`src/rtl/board_state_writer_if.sv`:
```
`default_nettype none
// ============================================================================
// Module      : board_state_writer_if
// Description : Move request / result handshake between game logic and the
//               board state writer.
// Revision    : 1.0 - initial release
// ============================================================================
interface board_state_writer_if #(
    parameter int IDX_W = 4
);
    logic             req_valid;
    logic             req_ready;
    logic [IDX_W-1:0] req_row;
    logic [IDX_W-1:0] req_col;
    logic [1:0]       req_player;
    logic             resp_valid;
    logic             resp_ready;
    logic [1:0]       resp_code;

    modport master (
        output req_valid, req_row, req_col, req_player, resp_ready,
        input  req_ready, resp_valid, resp_code
    );

    modport slave (
        input  req_valid, req_row, req_col, req_player, resp_ready,
        output req_ready, resp_valid, resp_code
    );
endinterface
`default_nettype wire

```
`src/rtl/board_state_writer.sv`:
```
`default_nettype none
// ============================================================================
// Module      : board_state_writer
// Description : Owns the Gomoku board cells; validates and writes moves,
//               sweeps a full-board clear and serves a combinational read port.
// Revision    : 1.0 - initial release
// ============================================================================
module board_state_writer #(
    parameter int BOARD_N = 15,
    parameter int IDX_W   = 4,
    parameter int CNT_W   = 8
) (
    input  wire logic             clk,
    input  wire logic             rst_n,
    board_state_writer_if.slave   bus,
    input  wire logic             clear_start,
    output logic                  busy,
    output logic                  clear_done,
    input  wire logic [IDX_W-1:0] rd_row,
    input  wire logic [IDX_W-1:0] rd_col,
    output logic [1:0]            rd_cell,
    output logic [CNT_W-1:0]      stone_count,
    output logic                  last_valid,
    output logic [IDX_W-1:0]      last_row,
    output logic [IDX_W-1:0]      last_col
);
    localparam int CELLS  = BOARD_N * BOARD_N;
    localparam int LIN_W  = $clog2(CELLS + 1);

    localparam logic [1:0] c_code_placed   = 2'b00;
    localparam logic [1:0] c_code_occupied = 2'b01;
    localparam logic [1:0] c_code_range    = 2'b10;
    localparam logic [1:0] c_code_player   = 2'b11;

    typedef enum logic [1:0] {
        IDLE  = 2'd0,
        RESP  = 2'd1,
        CLEAR = 2'd2
    } state_t;

    state_t             r_state;
    logic [1:0]         r_cells [CELLS];
    logic [LIN_W-1:0]   r_clr_idx;
    logic               r_resp_valid;
    logic [1:0]         r_resp_code;
    logic               r_busy;
    logic               r_clear_done;
    logic [CNT_W-1:0]   r_stone_count;
    logic               r_last_valid;
    logic [IDX_W-1:0]   r_last_row;
    logic [IDX_W-1:0]   r_last_col;

    logic               w_req_ready;
    logic               w_req_in_range;
    logic               w_rd_in_range;
    logic [LIN_W-1:0]   w_req_idx;
    logic [LIN_W-1:0]   w_rd_idx;
    logic               w_player_ok;
    logic               w_occupied;
    logic [1:0]         w_code;

    assign w_req_ready    = (r_state == IDLE) && !clear_start;
    assign w_req_in_range = (32'(bus.req_row) < BOARD_N) && (32'(bus.req_col) < BOARD_N);
    assign w_rd_in_range  = (32'(rd_row) < BOARD_N) && (32'(rd_col) < BOARD_N);
    assign w_req_idx      = LIN_W'(bus.req_row) * LIN_W'(BOARD_N) + LIN_W'(bus.req_col);
    assign w_rd_idx       = LIN_W'(rd_row) * LIN_W'(BOARD_N) + LIN_W'(rd_col);
    assign w_player_ok    = (bus.req_player == 2'b01) || (bus.req_player == 2'b10);
    assign w_occupied     = w_req_in_range && (r_cells[w_req_idx] != 2'b00);

    always_comb begin
        w_code = c_code_placed;
        if (!w_player_ok)         w_code = c_code_player;
        else if (!w_req_in_range) w_code = c_code_range;
        else if (w_occupied)      w_code = c_code_occupied;
    end

    always_ff @(posedge clk or negedge rst_n) begin
        if (!rst_n) begin
            r_state       <= IDLE;
            r_clr_idx     <= '0;
            r_resp_valid  <= 1'b0;
            r_resp_code   <= 2'b00;
            r_busy        <= 1'b0;
            r_clear_done  <= 1'b0;
            r_stone_count <= '0;
            r_last_valid  <= 1'b0;
            r_last_row    <= '0;
            r_last_col    <= '0;
            for (int i = 0; i < CELLS; i++) begin
                r_cells[i] <= 2'b00;
            end
        end else begin
            r_clear_done <= 1'b0;
            case (r_state)
                IDLE: begin
                    if (clear_start) begin
                        r_state   <= CLEAR;
                        r_busy    <= 1'b1;
                        r_clr_idx <= '0;
                    end else if (bus.req_valid) begin
                        r_state      <= RESP;
                        r_resp_valid <= 1'b1;
                        r_resp_code  <= w_code;
                        if (w_code == c_code_placed) begin
                            r_cells[w_req_idx] <= bus.req_player;
                            r_last_valid       <= 1'b1;
                            r_last_row         <= bus.req_row;
                            r_last_col         <= bus.req_col;
                            // Guard only: a full board can never accept another stone.
                            if (r_stone_count != CNT_W'(CELLS)) begin
                                r_stone_count <= r_stone_count + 1'b1;
                            end
                        end
                    end
                end
                RESP: begin
                    if (bus.resp_ready) begin
                        r_state      <= IDLE;
                        r_resp_valid <= 1'b0;
                    end
                end
                CLEAR: begin
                    r_cells[r_clr_idx] <= 2'b00;
                    if (r_clr_idx == LIN_W'(CELLS - 1)) begin
                        r_state       <= IDLE;
                        r_busy        <= 1'b0;
                        r_clear_done  <= 1'b1;
                        r_stone_count <= '0;
                        r_last_valid  <= 1'b0;
                    end else begin
                        r_clr_idx <= r_clr_idx + 1'b1;
                    end
                end
                default: begin
                    r_state <= IDLE;
                end
            endcase
        end
    end

    assign bus.req_ready  = w_req_ready;
    assign bus.resp_valid = r_resp_valid;
    assign bus.resp_code  = r_resp_code;
    assign busy           = r_busy;
    assign clear_done     = r_clear_done;
    assign rd_cell        = w_rd_in_range ? r_cells[w_rd_idx] : 2'b11;
    assign stone_count    = r_stone_count;
    assign last_valid     = r_last_valid;
    assign last_row       = r_last_row;
    assign last_col       = r_last_col;
endmodule
`default_nettype wire
```
`src/flat_wrapper.sv`:
```
// flat-port wrapper written by rule: the top's interface ports become plain ports
module board_state_writer_flat 
#(
    parameter int BOARD_N = 15,
    parameter int IDX_W   = 4,
    parameter int CNT_W   = 8
)
  (clk, rst_n, clear_start, busy, clear_done, rd_row, rd_col, rd_cell, stone_count, last_valid, last_row, last_col, bus_req_valid, bus_req_row, bus_req_col, bus_req_player, bus_resp_ready, bus_req_ready, bus_resp_valid, bus_resp_code);
  board_state_writer_if #(.IDX_W(IDX_W)) bus_i ();
  input  wire logic clk;
  input  wire logic rst_n;
  input  wire logic clear_start;
  output logic busy;
  output logic clear_done;
  input  wire logic [IDX_W-1:0] rd_row;
  input  wire logic [IDX_W-1:0] rd_col;
  output logic [1:0] rd_cell;
  output logic [CNT_W-1:0] stone_count;
  output logic last_valid;
  output logic [IDX_W-1:0] last_row;
  output logic [IDX_W-1:0] last_col;
  input wire logic [$bits(bus_i.req_valid)-1:0] bus_req_valid;
  input wire logic [$bits(bus_i.req_row)-1:0] bus_req_row;
  input wire logic [$bits(bus_i.req_col)-1:0] bus_req_col;
  input wire logic [$bits(bus_i.req_player)-1:0] bus_req_player;
  input wire logic [$bits(bus_i.resp_ready)-1:0] bus_resp_ready;
  output wire logic [$bits(bus_i.req_ready)-1:0] bus_req_ready;
  output wire logic [$bits(bus_i.resp_valid)-1:0] bus_resp_valid;
  output wire logic [$bits(bus_i.resp_code)-1:0] bus_resp_code;
  assign bus_i.req_valid = bus_req_valid;
  assign bus_i.req_row = bus_req_row;
  assign bus_i.req_col = bus_req_col;
  assign bus_i.req_player = bus_req_player;
  assign bus_i.resp_ready = bus_resp_ready;
  assign bus_req_ready = bus_i.req_ready;
  assign bus_resp_valid = bus_i.resp_valid;
  assign bus_resp_code = bus_i.resp_code;
  board_state_writer #(.BOARD_N(BOARD_N), .IDX_W(IDX_W), .CNT_W(CNT_W)) u_core (.clk(clk), .rst_n(rst_n), .bus(bus_i), .clear_start(clear_start), .busy(busy), .clear_done(clear_done), .rd_row(rd_row), .rd_col(rd_col), .rd_cell(rd_cell), .stone_count(stone_count), .last_valid(last_valid), .last_row(last_row), .last_col(last_col));
endmodule
```
`config.mk`:
```
export PLATFORM = sky130hd
export DESIGN_NAME = board_state_writer_flat
export DESIGN_NICKNAME = d
export VERILOG_FILES = /design/src/rtl/board_state_writer_if.sv /design/src/rtl/board_state_writer.sv /design/src/flat_wrapper.sv
export SDC_FILE = /design/constraint.sdc
export NUM_CORES = 1
export LEC_CHECK = 0
export ABC_CLOCK_PERIOD_IN_PS = 6600
export BUFFER_PORTS_ARGS = -buffer_cell sky130_fd_sc_hd__buf_4
export CORE_AREA = 2 2 261 263
export DETAILED_ROUTE_END_ITERATION = 16
export DIE_AREA = 0 0 263 265
export GPL_ROUTABILITY_DRIVEN = 0
export GPL_TIMING_DRIVEN = 0
export PLACE_DENSITY_LB_ADDON = 0.08
export SYNTH_ARGS = -nofsm -noshare
export SYNTH_HDL_FRONTEND = slang
export SYNTH_SLANG_ARGS = --single-unit
export TNS_END_PERCENT = 100
```
`constraint.sdc`:
```
create_clock -name clk -period 6.6 [get_ports clk]
set_clock_uncertainty 0.2 [all_clocks]
set_input_delay 0.66 -clock clk [delete_from_list [all_inputs] [get_ports clk]]
set_output_delay 0.66 -clock clk [all_outputs]
set_load 0.05 [all_outputs]
```
Word-level counts from Yosys, hierarchy flattened
Index checks and enable logic that the tools add are counted.
{"block": "op_classes", "reduce_logical": 22, "n_eq_ne": 15, "mul": 2, "bitwise": 6, "addsub": 4, "muxes": 46, "n_lt_le_gt_ge": 9}
{"cell": "450-bit 2-to-1 mux", "count": 3}
{"cell": "450-bit one-hot mux with 2 select lines", "count": 1}
{"cell": "450-bit AND", "count": 1}
{"cell": "450-bit bitwise mux", "count": 1}
{"cell": "450-bit inverter", "count": 1}
{"cell": "8-bit 2-to-1 mux", "count": 7}
{"cell": "2-bit binary-select mux with 8-bit select", "count": 2}
{"cell": "2-bit demux with 8-bit select", "count": 2}
{"cell": "8-bit one-hot mux with 2 select lines", "count": 2}
{"cell": "9-bit >= comparator, second input constant", "count": 3}
{"cell": "8-bit inverter with 9-bit output", "count": 3}
{"cell": "2-bit 2-to-1 mux", "count": 13}
{"cell": "9-bit by 1-bit less-than comparator with 1-bit output, second input constant", "count": 2}
{"cell": "8-bit by 1-bit adder with 8-bit output, second input constant", "count": 2}
{"cell": "8-bit by 4-bit adder with 8-bit output", "count": 2}
{"cell": "4-bit less-than comparator, second input constant", "count": 4}
{"cell": "4-bit by 4-bit multiplier with 8-bit output, second input constant", "count": 2}
{"cell": "2-bit inequality test, second input constant", "count": 7}
{"cell": "3-bit AND reduction", "count": 4}
{"cell": "4-bit AND reduction", "count": 3}
{"cell": "1-bit 2-to-1 mux", "count": 11}
{"cell": "8-bit == test, second input constant", "count": 1}
{"cell": "8-bit inequality test, second input constant", "count": 1}
{"cell": "1-bit logical AND", "count": 6}
{"cell": "13 further kinds", "count": 20}
{"block": "word_totals", "elab_cells": 339, "out_inout_bits": 25, "regBits": 482, "inputBits": 23}

Logic depth before layout (Yosys ltp)
Gate-level depths: netlist (run 1).
{"block": "depth", "ltp_word": 16, "depth_mapped": 19, "depth_no_buf": 15}

Worst setup path before layout (run 1)
No wires, ideal clock.
{"block": "synth_timing", "kind": "input port to output port", "start": "input port rd_row[0]", "end": "output port rd_cell[1]", "arrival_ns": 5.865, "n_path_buf": 2, "required_ns": 5.740, "stages": 14, "setup_slack_ns": -0.125, "path_cell_list": "fa_1 inv_1 fa_1 fa_1 inv_1 ha_1 xor2_1 clkbuf_1 buf_1 mux4_2 mux4_2 mux2_2 a21oi_1 o21ai_0"}
{"block": "synth_between", "elab_chain_cells": 7, "word_cells_on_any_way": 9, "classes_between": "add/sub (1); mul (1); order compare (1); mux (4); bitwise (1); reduce/logical (1)"}
{"element": "start, declared", "line_no": "flat_wrapper.sv:15", "text": "input wire logic [IDX_W-1:0] rd_row;"}
{"element": "4-bit by 4-bit multiplier with 8-bit output", "line_no": "board_state_writer.sv:66", "text": "assign w_rd_idx = LIN_W'(rd_row) * LIN_W'(BOARD_N) + LIN_W'(rd_col);"}
{"element": "8-bit by 4-bit adder with 8-bit output", "line_no": "board_state_writer.sv:66"}
{"element": "8-bit inverter with 9-bit output (implied by the code)", "line_no": "board_state_writer.sv:146", "text": "assign rd_cell = w_rd_in_range ? r_cells[w_rd_idx] : 2'b11;"}
{"element": "2-bit binary-select mux with 8-bit select", "line_no": "board_state_writer.sv:146"}
{"element": "2-bit 2-to-1 mux (implied by the code) (2 in a row)", "line_no": "board_state_writer.sv:146"}
{"element": "2-bit 2-to-1 mux (*)", "line_no": "board_state_writer.sv:146"}
{"element": "end, declared", "line_no": "flat_wrapper.sv:17", "text": "output logic [1:0] rd_cell;"}
Mark *: on every way between the ends. The rest lies on a longest branch, timed or not. The select of a mux whose other input is x is not followed.

Final worst setup path (run 1)
{"block": "layout_timing", "start": "input port bus_req_row[0]", "end": "register u_core.r_cells[259] (netlist bit)"}
{"block": "layout_between", "elab_chain_cells": 14, "word_cells_on_any_way": 26, "classes_between": "add/sub (1); mul (1); order compare (3); eq/ne (1); mux (13); bitwise (1); reduce/logical (6)"}
{"element": "start, declared", "line_no": "flat_wrapper.sv:23", "text": "input wire logic [$bits(bus_i.req_row)-1:0] bus_req_row;"}
{"element": "4-bit by 4-bit multiplier with 8-bit output", "line_no": "board_state_writer.sv:65", "text": "assign w_req_idx = LIN_W'(bus.req_row) * LIN_W'(BOARD_N) + LIN_W'(bus.req_col);"}
{"element": "8-bit by 4-bit adder with 8-bit output", "line_no": "board_state_writer.sv:65"}
{"element": "8-bit inverter with 9-bit output (implied by the code)", "line_no": "board_state_writer.sv:68, board_state_writer.sv:105"}
{"element": "2-bit binary-select mux with 8-bit select", "line_no": "board_state_writer.sv:68", "text": "assign w_occupied = w_req_in_range && (r_cells[w_req_idx] != 2'b00);"}
{"element": "2-bit 2-to-1 mux (implied by the code) (2 in a row)", "line_no": "board_state_writer.sv:68"}
{"element": "2-bit nonzero test", "line_no": "board_state_writer.sv:68"}
{"element": "1-bit logical AND", "line_no": "board_state_writer.sv:68"}
{"element": "1-bit 2-to-1 mux", "line_no": "board_state_writer.sv:74", "text": "else if (w_occupied) w_code = c_code_occupied;"}
{"element": "2-bit 2-to-1 mux", "line_no": "board_state_writer.sv:73", "text": "else if (!w_req_in_range) w_code = c_code_range;"}
{"element": "2-bit 2-to-1 mux", "line_no": "board_state_writer.sv:72", "text": "if (!w_player_ok) w_code = c_code_player;"}
{"element": "2-bit logical NOT", "line_no": "board_state_writer.sv:104", "text": "if (w_code == c_code_placed) begin"}
{"element": "2-bit inequality test (no line)"}
{"element": "4-bit AND reduction (no line)"}
{"element": "end signal, assigned by index", "line_no": "board_state_writer.sv:105", "text": "r_cells[w_req_idx] <= bus.req_player;"}
{"element": "end, declared", "line_no": "board_state_writer.sv:42", "text": "logic [1:0] r_cells [CELLS];"}
Several ways; a longest one is shown, not always the timed one. The select of a mux whose other input is x is not followed.
A chain may end at the register's enable or synchronous reset.

==> results of run 1 <==
-- repair_timing --
item | in CTS | in global routing
gates cloned | 0 | 0
endpoints found under the hold margin | 84 | 0
gates resized for setup | 32 | 14
setup endpoints to repair | 19 | 295
setup buffers | 0 | 2
pin swaps | 0 | 1
hold buffers | 1 | 0
-- per-stage QoR --
| stage | instances | area (µm²) | hold WS, ns |
|---|---|---|---|
| 2_1_floorplan | 2232 | 27790 | 0.1644 |
| 3_3_place_gp | 3152 | 29230 | 0.2765 |
| 3_5_place_dp | 3157 | 29410 | 0.2842 |
| 4_1_cts | 3264 | 31550 | 0.06179 |
| 5_1_grt | 3265 | 31580 | 0.07142 |
| 6_report | 3265 | 31580 | 0.08277 |
-- worst max-delay path by stage --
| stage | from | endpoint | slack, ns | cells past startpoint |
|---|---|---|---|---|
| after global routing | bus_req_row[0] | u_core.r_cells[251]$_DFFE_PN0P_ | -0.004 | 19 |
| after CTS | rd_row[0] | rd_cell[0] | 0.007 | 11 |
| final | bus_req_row[0] | u_core.r_cells[259]$_DFFE_PN0P_ | -0.07 | 16 |
| after detailed placement | rd_row[0] | rd_cell[0] | -1.46 | 16 |
| after floorplan | rd_row[0] | rd_cell[1] | 0.11 | 14 |
| after global placement | rd_row[0] | rd_cell[0] | -1.98 | 15 |
-- sequential cells by signal, summed over array words and instances (netlist names) --
name                   count
u_core.stone_count         8
u_core.bus.resp_valid      1
u_core.last_row            4
u_core.last_col            4
u_core.r_state             2
u_core.r_cells           450
u_core.bus.resp_code       2
u_core.last_valid          1
u_core.clear_done          1
u_core.r_clr_idx           8
u_core.busy                1
-- cell type report --
cell class | instances | area (µm²) | share of cell area
Multi-Input combinational cell | 1516 | 14690 | 0.4651
Sequential cell | 482 | 12060 | 0.3819
Clock buffer | 89 | 1789 | 0.05665
Tap cell | 873 | 1092 | 0.03459
Buffer | 187 | 1044 | 0.03304
Timing Repair Buffer | 55 | 510.5 | 0.01616
Clock inverter | 19 | 232.7 | 0.007369
Inverter | 44 | 165.2 | 0.005229
-- worst reg2reg max path, cell delays in order (launching register included) --
cell and delay, ns:
dfrtp_1 0.40, mux4_2 0.51, and2_1 0.18, a2111oi_0 1.00, a31oi_1 0.07, mux2_2 0.35
o311ai_4 0.28, o211ai_4 0.25, nor4_2 0.31, buf_2 0.42, buf_4 0.35, a22o_1 0.18
-- placed cells by master, fill, tap and decap left out, types with 25 or more instances in the layout --
master | synthesis | routed
a22o_1 | 354 | 354
a32o_1 | 96 | 96
buf_2 | 32 | 36
buf_4 | 36 | 85
clkbuf_1 | 96 | 82
clkbuf_16 | 0 | 60
dfrtp_1 | 482 | 482
ha_1 | 42 | 42
inv_1 | 44 | 44
mux4_2 | 261 | 261
nand2_1 | 299 | 298
nand3_1 | 25 | 25
nor2_1 | 151 | 151
-- layer usage --
layer | up-vias | share of wire
li1 | 9029 | -
met1 | 12170 | 0.36
met2 | 2035 | 0.41
met3 | 528 | 0.14
met4 | 20 | 0.088
met5 | - | 0.0015
-- cell families (layout without fill, tap and decap cells) --
| logic type | after synthesis | count (layout) |
|---|---|---|
| flip-flops | 482 | 482 |
| AND/OR/NAND/NOR | 595 | 595 |
| buffers and inverters | 234 | 394 |
| adder cells (fa/ha/maj) | 56 | 56 |
| AO/OA/AOI/OAI | 549 | 549 |
| multiplexers | 301 | 301 |
| XOR/XNOR | 15 | 15 |
-- power breakdown --
| part | internal (mW) | switching [mW] |
|---|---|---|
| combinational | 1.05 | 2.89 |
| sequential | 3.09 | 0.122 |
| clock | 2.05 | 1.40 |
| total | 6.19 | 4.41 |
-- synth_stat cells (all sizes together), types with 5 or more instances --
cell type,n,share of area
mux4,261,0.21
ha,42,0.019
a21o,6,0.0016
dfrtp,482,0.43
o21ai,20,0.0037
xor2,10,0.0034
nor3,25,0.0050
a22o,354,0.11
nand3,25,0.0045
a22oi,5,0.0014
nor4,11,0.0032
clkbuf,96,0.013
nor2b,9,0.0020
fa,14,0.010
nand4,17,0.0038
and3,18,0.0041
o211ai,7,0.0024
a21oi,17,0.0032
a32o,96,0.035
nor2,152,0.021
nand2b,10,0.0023
xnor2,5,0.0016
and2,17,0.0038
mux2,19,0.0077
nand2,299,0.040
inv,44,0.0059
buf,94,0.021
mux2i,21,0.0076
a31oi,9,0.0020
==> parameters.txt, run 1 <==
Parameter                              Value

Synthesis
  Register area share after synthesis ... 0.4341
  Synthesized-area fraction occupied by ao, oa, aoi and oai cells ... 0.1718
  Post-synth net total ... around 2300
  Arithmetic-cell share of the synthesized area counting full adders, half adders and majority gates ... 0.02900
  Flop and latch count out of synthesis ... about 480
  Post-synthesis area per instance ... 12.45 µm²
  Cell area after synthesis ... ~28000 µm²
  Count of warnings emitted by yosys ... 0
  Mux contribution to synthesized area ... 0.2268
  Distinct cell type count of the synthesized netlist ... 67
  Synthesized netlist cell count ... 2232
  Primary flip-flop cell chosen by synthesis mapping ... dfrtp_1
  Post-synth EDFFs ... 0
  Main combinational cell family by area after synthesis ... multiplexers
  Xor and xnor area share after synthesis ... 0.004998
  Synthesized-area fraction occupied by and/or/nand/nor cells ... 0.09290
  Share of flip-flops with an asynchronous set or reset after synthesis ... 1.000

Global routing
  Overall fraction of global-route tracks in use ... 0.3737
  Maximum number of pins on one net before global-route repair ... 118
  GRT Residual Overflow ... 0
  Most Used Layer, Global Route ... met2
  Wire length of the first global-routing pass ... 181300 µm
  Met3 track demand over resource ... 0.1435
  Grt met2 use ... 0.5255
  Number of antenna violations at the first check in global routing ... 7
  Via count of the first global-routing pass ... around 23000
  Met1 routing resource usage after global routing ... 0.4711

Placement
  Half-perimeter wire length of the detailed placement result ... ~94000 µm
  Port Buf Inserts ... between 40 and 50
  Setup WS pre-CTS ... -1.463 ns

Finish
  Net count of the finished layout ... 2422
  Area overhead of the layout relative to synthesis ... 13.67%
  N_diodes ... 0
  Post-layout util ... 0.4728
  Layout fillers ... 5922
  Proportion of layout cells with a drive suffix above 1 ... 0.2375

Die
  Height of the chip ... 265 µm
  I/O Pins ... 48
  Cell row count ... 95
  Floorplan die area ... 69700 µm²
  Chip Width ... 263 µm
  Initial cell density of the core ... 0.4159
  Core area ... 66800 µm²

Drt
  Total detailed-routing wirelength ... between 100000 and 150000 µm
  Detailed Route Iter0 Violations ... 3798
  Via-per-instance ratio ... 7.283
  Number of detailed-route iterations in the first pass ... 6
  Final antenna-violating net count ... 0
  Number of vias in the routed layout ... roughly 24000
  Average detailed-routed wire length per instance ... 40.03 µm
  Total DRC errors in the routed layout ... 0

Critical path
  Register-to-register path setup slack ... 2.04 ns
  Source of the worst register-to-register timing path ... u_core.r_cells[259]$_DFFE_PN0P_
  Critical-path cell list ... buf_4 -> fa_1 -> inv_1 -> fa_1 -> fa_1 -> inv_1 -> ha_1 -> xnor2_1 -> clkbuf_1 -> mux4_2 -> o2111ai_1 -> o211ai_4 -> nor4_2 -> buf_2 -> buf_4 -> a22o_1
  Crit path arrival time ... 7.04 ns
  Critical Setup Path Class ... in -> reg
  Most Frequent Cell on Critical Path ... fa_1
  Required time of the worst setup path ... 6.97 ns
  CP max-delay cell ... xnor2_1
  Cell depth of the worst flop-to-flop path ... 11
  Worst Path Max Fanout ... 10
  Buffer and inverter count on the worst path ... 6
  Critical Path End Type ... flip-flop
  Critical register-to-register path endpoint ... u_core.r_cells[259]$_DFFE_PN0P_
  Setup crit start kind ... primary input
  Delay of the slowest critical-path stage ... 0.90 ns
  Category of cells accounting for the largest share of critical-path delay ... adder cells

STA
  Period Utilization, post-route ... 1.010
  Final number of hold-violating endpoints ... 0
  Slew of the pin with the lowest slew margin ... 1.567 ns
  Final setup viols ... 26
  Shortest clock period the worst path allows after layout ... 6.666 ns
  Final setup slack of the worst path ... -0.06587 ns
  Max-slew headroom at the worst pin ... -0.05286
  Final sum of negative setup slack ... -1.131 ns
  Pins over their slew limit ... 50
  Upper clock frequency limit ... 150.0 MHz

Clocking
  H-Tree Depth ... 2
  Clock latency on the worst-skew pair ... about 0.64 ns
  Clock slew seen by the registers of the worst setup and hold paths ... 0.06 ns
  TritonCTS clock tree ... done
  # clock sinks ... between 400 and 500
  Number of clock buffers inserted by TritonCTS ... 57
  Buffer type at the clock tree root ... clkbuf_16
  Clock buffer depth ... 3

Power
  Peak ir drop on the vdd network ... 0.2000 mV
  Power density over cell area ... about 340 nW/µm²
  Leakage power summed over all cells ... approximately 13 nW
  Overall Power ... 10.60 mW

Hold path
  Class of the tightest hold or removal check ... in -> reg
  Startpoint of the lowest-slack hold path ... bus_req_col[3]
  Number of cells on the worst hold path ... 2
  Terminating pin of the worst hold path ... u_core.last_col[3]$_DFFE_PN0P_

Flow run
  Max-cap violations ... 6

Outcome
  Violations in the final reports ... capacitance limit, slew limit, setup timing
  Run status ... finished, violations left
Power figures use the tool's default switching activity.
==> inputs of run 2 (changes only) <==
--- a/config.mk
+++ b/config.mk
@@ -13,6 +13,7 @@
 export GPL_ROUTABILITY_DRIVEN = 0
 export GPL_TIMING_DRIVEN = 0
 export PLACE_DENSITY_LB_ADDON = 0.08
+export SETUP_SLACK_MARGIN = 0.1
 export SYNTH_ARGS = -nofsm -noshare
 export SYNTH_HDL_FRONTEND = slang
 export SYNTH_SLANG_ARGS = --single-unit
==> run 2 against run 1 <==
  * The flow finishes with violations (capacitance limit, slew limit)
  * Highest routed layer unchanged
  * Sequential cell count stayed put
  * Non-clock buffer count stayed put
  * Utilization is 0.062 points higher
==> parameters.txt, run 2 (synthesis results as in run 1) <==
Parameter                              Value

Outcome
  Run status ... finished, violations left
  Violations in the final reports ... capacitance limit, slew limit

Finish
  Register containing the most flip-flops in the final layout ... u_core.r_cells
  Max reg flops ... 450
  Proportion of layout cells with a drive suffix above 1 ... 0.2395
  Net count of the finished layout ... 2422
  Highest-count cells in the layout ignoring fill and taps ... dfrtp_1, a22o_1, nand2_1, mux4_2, nor2_1
  Most common library cell in the layout ignoring fill and taps ... dfrtp_1
  Area overhead of the layout relative to synthesis ... 13.82%
  Final Non-Filler Cells ... 3269
  Finished Cell Area ... 31620 µm²

Critical path
  Cell depth of the worst flop-to-flop path ... 11
  Crit path arrival time ... between 6 and 7 ns
  Delay of the slowest critical-path stage ... about 0.69 ns
  Required time of the worst setup path ... around 7.0 ns
  Category of cells accounting for the largest share of critical-path delay ... buffers and inverters
  Setup crit start kind ... primary input
  Critical Setup Path Class ... in -> reg
  CP max-delay cell ... buf_2
  Critical Path End Type ... flip-flop
  Source of the worst register-to-register timing path ... u_core.r_cells[259]$_DFFE_PN0P_
  Buffer and inverter count on the worst path ... 7
  Register-to-register path setup slack ... about 2.0 ns
  Critical-path cell list ... buf_4 -> ha_1 -> ha_1 -> ha_1 -> buf_2 -> buf_2 -> clkbuf_2 -> buf_2 -> mux4_2 -> mux2i_1 -> a22oi_1 -> nand3_1 -> o2111a_1 -> o21ai_2 -> nor4_2 -> buf_4 -> buf_2 -> a22o_1
  Worst Path Max Fanout ... 10
  Critical register-to-register path endpoint ... u_core.r_cells[299]$_DFFE_PN0P_
  Most Frequent Cell on Critical Path ... buf_2

STA
  Final setup viols ... 0
  Pins over their slew limit ... 51
  Max-slew headroom at the worst pin ... -0.06908
  Final number of hold-violating endpoints ... 0
  Slew of the pin with the lowest slew margin ... 1.591 ns
  Setup repair after global routing missed its margin ... no
  Shortest clock period the worst path allows after layout ... 6.571 ns
  Upper clock frequency limit ... 152.2 MHz
  Final hold slack ... a little under 0.08 ns
  Period Utilization, post-route ... 0.9955
  Final sum of negative setup slack ... 0 ns

Die
  Height of the chip ... between 200 and 300 µm
  Chip Width ... about 260 µm
  I/O Pins ... 48
  Initial cell density of the core ... 0.4159
  Floorplan die area ... between 60000 and 70000 µm²
  Core area ... 66800 µm²
  Cell row count ... 95

Power
  Leakage power summed over all cells ... 13.32 nW
  Power density over cell area ... 336.4 nW/µm²
  Proportion of power drawn by the clock network ... 0.324
  Combinational power share ... 0.374
  Switching power ... 4.436 mW
  Peak ir drop on the vdd network ... 0.2019 mV
  Switching Fraction ... 0.4170
  Cell internal power dissipation ... 6.202 mW
  Sequential share of power ... 0.302

Drt
  Number of vias in the routed layout ... 24030
  Number of detailed-route iterations in the first pass ... 8
  Total detailed-routing wirelength ... 131000 µm
  Final antenna-violating net count ... 0
  Via-per-instance ratio ... 7.350
  Detailed Route Iter0 Violations ... 3889
  Total DRC errors in the routed layout ... 0
  Average detailed-routed wire length per instance ... between 40 and 50 µm

Clocking
  TritonCTS clock tree ... done
  Clock latency on the worst-skew pair ... 0.65 ns
  Buffer type at the clock tree root ... clkbuf_16
  Number of clock buffers inserted by TritonCTS ... 57
  # clock sinks ... 482
  Clock buffer depth ... 3
  H-Tree Depth ... 2
  Clock slew seen by the registers of the worst setup and hold paths ... 0.06 ns

Global routing
  Via count of the first global-routing pass ... 23190
  Overall fraction of global-route tracks in use ... 0.3738
  GRT Residual Overflow ... 0
  Maximum number of pins on one net before global-route repair ... around 120
  Number of antenna violations at the first check in global routing ... 7
  Wire length of the first global-routing pass ... 181100 µm

Placement
  Placed inst area ... between 20000 and 30000 µm²
  Count of placed standard cells including taps ... approximately 3200
  Half-perimeter wire length of the detailed placement result ... 94420 µm
  Port Buf Inserts ... 47

Hold path
  Number of cells on the worst hold path ... 2
  Startpoint of the lowest-slack hold path ... bus_req_col[3]
  Terminating pin of the worst hold path ... u_core.last_col[3]$_DFFE_PN0P_
  Class of the tightest hold or removal check ... in -> reg

Flow run
  Max-cap violations ... 6
[run 2: cell types whose count changed in the layout (fill, tap and decap cells not counted), moves of 2 or more]
| cell | delta |
|---|---|
| buf_2 | -4 |
| buf_6 | +2 |
| clkbuf_2 | +3 |
| clkbuf_4 | +3 |
| diode_2 | +4 |
[run 2: per-layer routing]
| layer | vias to the layer above | track usage | wire (µm) |
|---|---|---|---|
| li1 | 9040 | - | - |
| met1 | 12280 | 0.4717 | 46980 |
| met2 | 2160 | 0.5267 | 54670 |
| met3 | 545 | 0.1436 | 18380 |
| met4 | 8 | 0.2642 | 10850 |
| met5 | - | 0.006237 | 98 |
[run 2: per-stage QoR]
stage	util	total power, mW	setup WS [ns]
finish	0.4734	10.64	0.02939
global route	0.4733	10.78	0.1002
CTS	0.4726	10.41	0.03883
detailed placement	0.4403	6.949	-1.463
global placement	0.4376	6.888	-1.982
floorplan	-	5.283	0.1051
[run 2: cell type report]
type,count,area [µm²]
fill,5909,35180
multi-input combinational,1516,14700
sequential,482,12060
clock buffer,89,1789
tap,873,1092
buffer,188,1071
timing repair buffer,54,503.0
clock inverter,19,232.7
inverter,44,165.2
antenna,4,10.01
[run 2: worst reg2reg max path, cell delays in order (launching register included)]
cell and delay [ns]:
dfrtp_1 0.40, mux4_2 0.50, and2_1 0.17, a2111oi_0 1.01, a31oi_1 0.07, mux2_2 0.35, o311ai_4 0.28, o211ai_4 0.25
nor4_2 0.32, buf_4 0.38, buf_2 0.36, a22o_1 0.20
[run 2: how the worst max path moves through the flow]
| stage | startpoint | endpoint | slack (ns) | cells past startpoint |
|---|---|---|---|---|
| CTS | rd_row[0] | rd_cell[0] | 0.04 | 14 |
| global route | bus_req_row[0] | u_core.r_cells[301]$_DFFE_PN0P_ | 0.10 | 18 |
| finish | bus_req_row[0] | u_core.r_cells[299]$_DFFE_PN0P_ | 0.03 | 18 |
| detailed placement | rd_row[0] | rd_cell[0] | -1.46 | 16 |
| floorplan | rd_row[0] | rd_cell[1] | 0.11 | 14 |
| global placement | rd_row[0] | rd_cell[0] | -1.98 | 15 |
[run 2: what timing repair did]
item / 4_1_cts / 5_1_grt
pin swaps: 1 / 0
buffers inserted: 1 / 0
hold buffers: 1 / 0
endpoints found under the setup margin: 65 / 407
endpoints found under the hold margin: 84 / 0
gates resized for setup: 37 / 22
[run 2: power groups by stage]
stage | clock network, mW | logic [mW] | registers (mW)
after floorplan | 0 | 1.89 | 3.40
after global placement | 0 | 3.64 | 3.25
after detailed placement | 0 | 3.69 | 3.26
after CTS | 3.44 | 3.76 | 3.21
after global routing | 3.57 | 3.98 | 3.23
final | 3.45 | 3.98 | 3.21
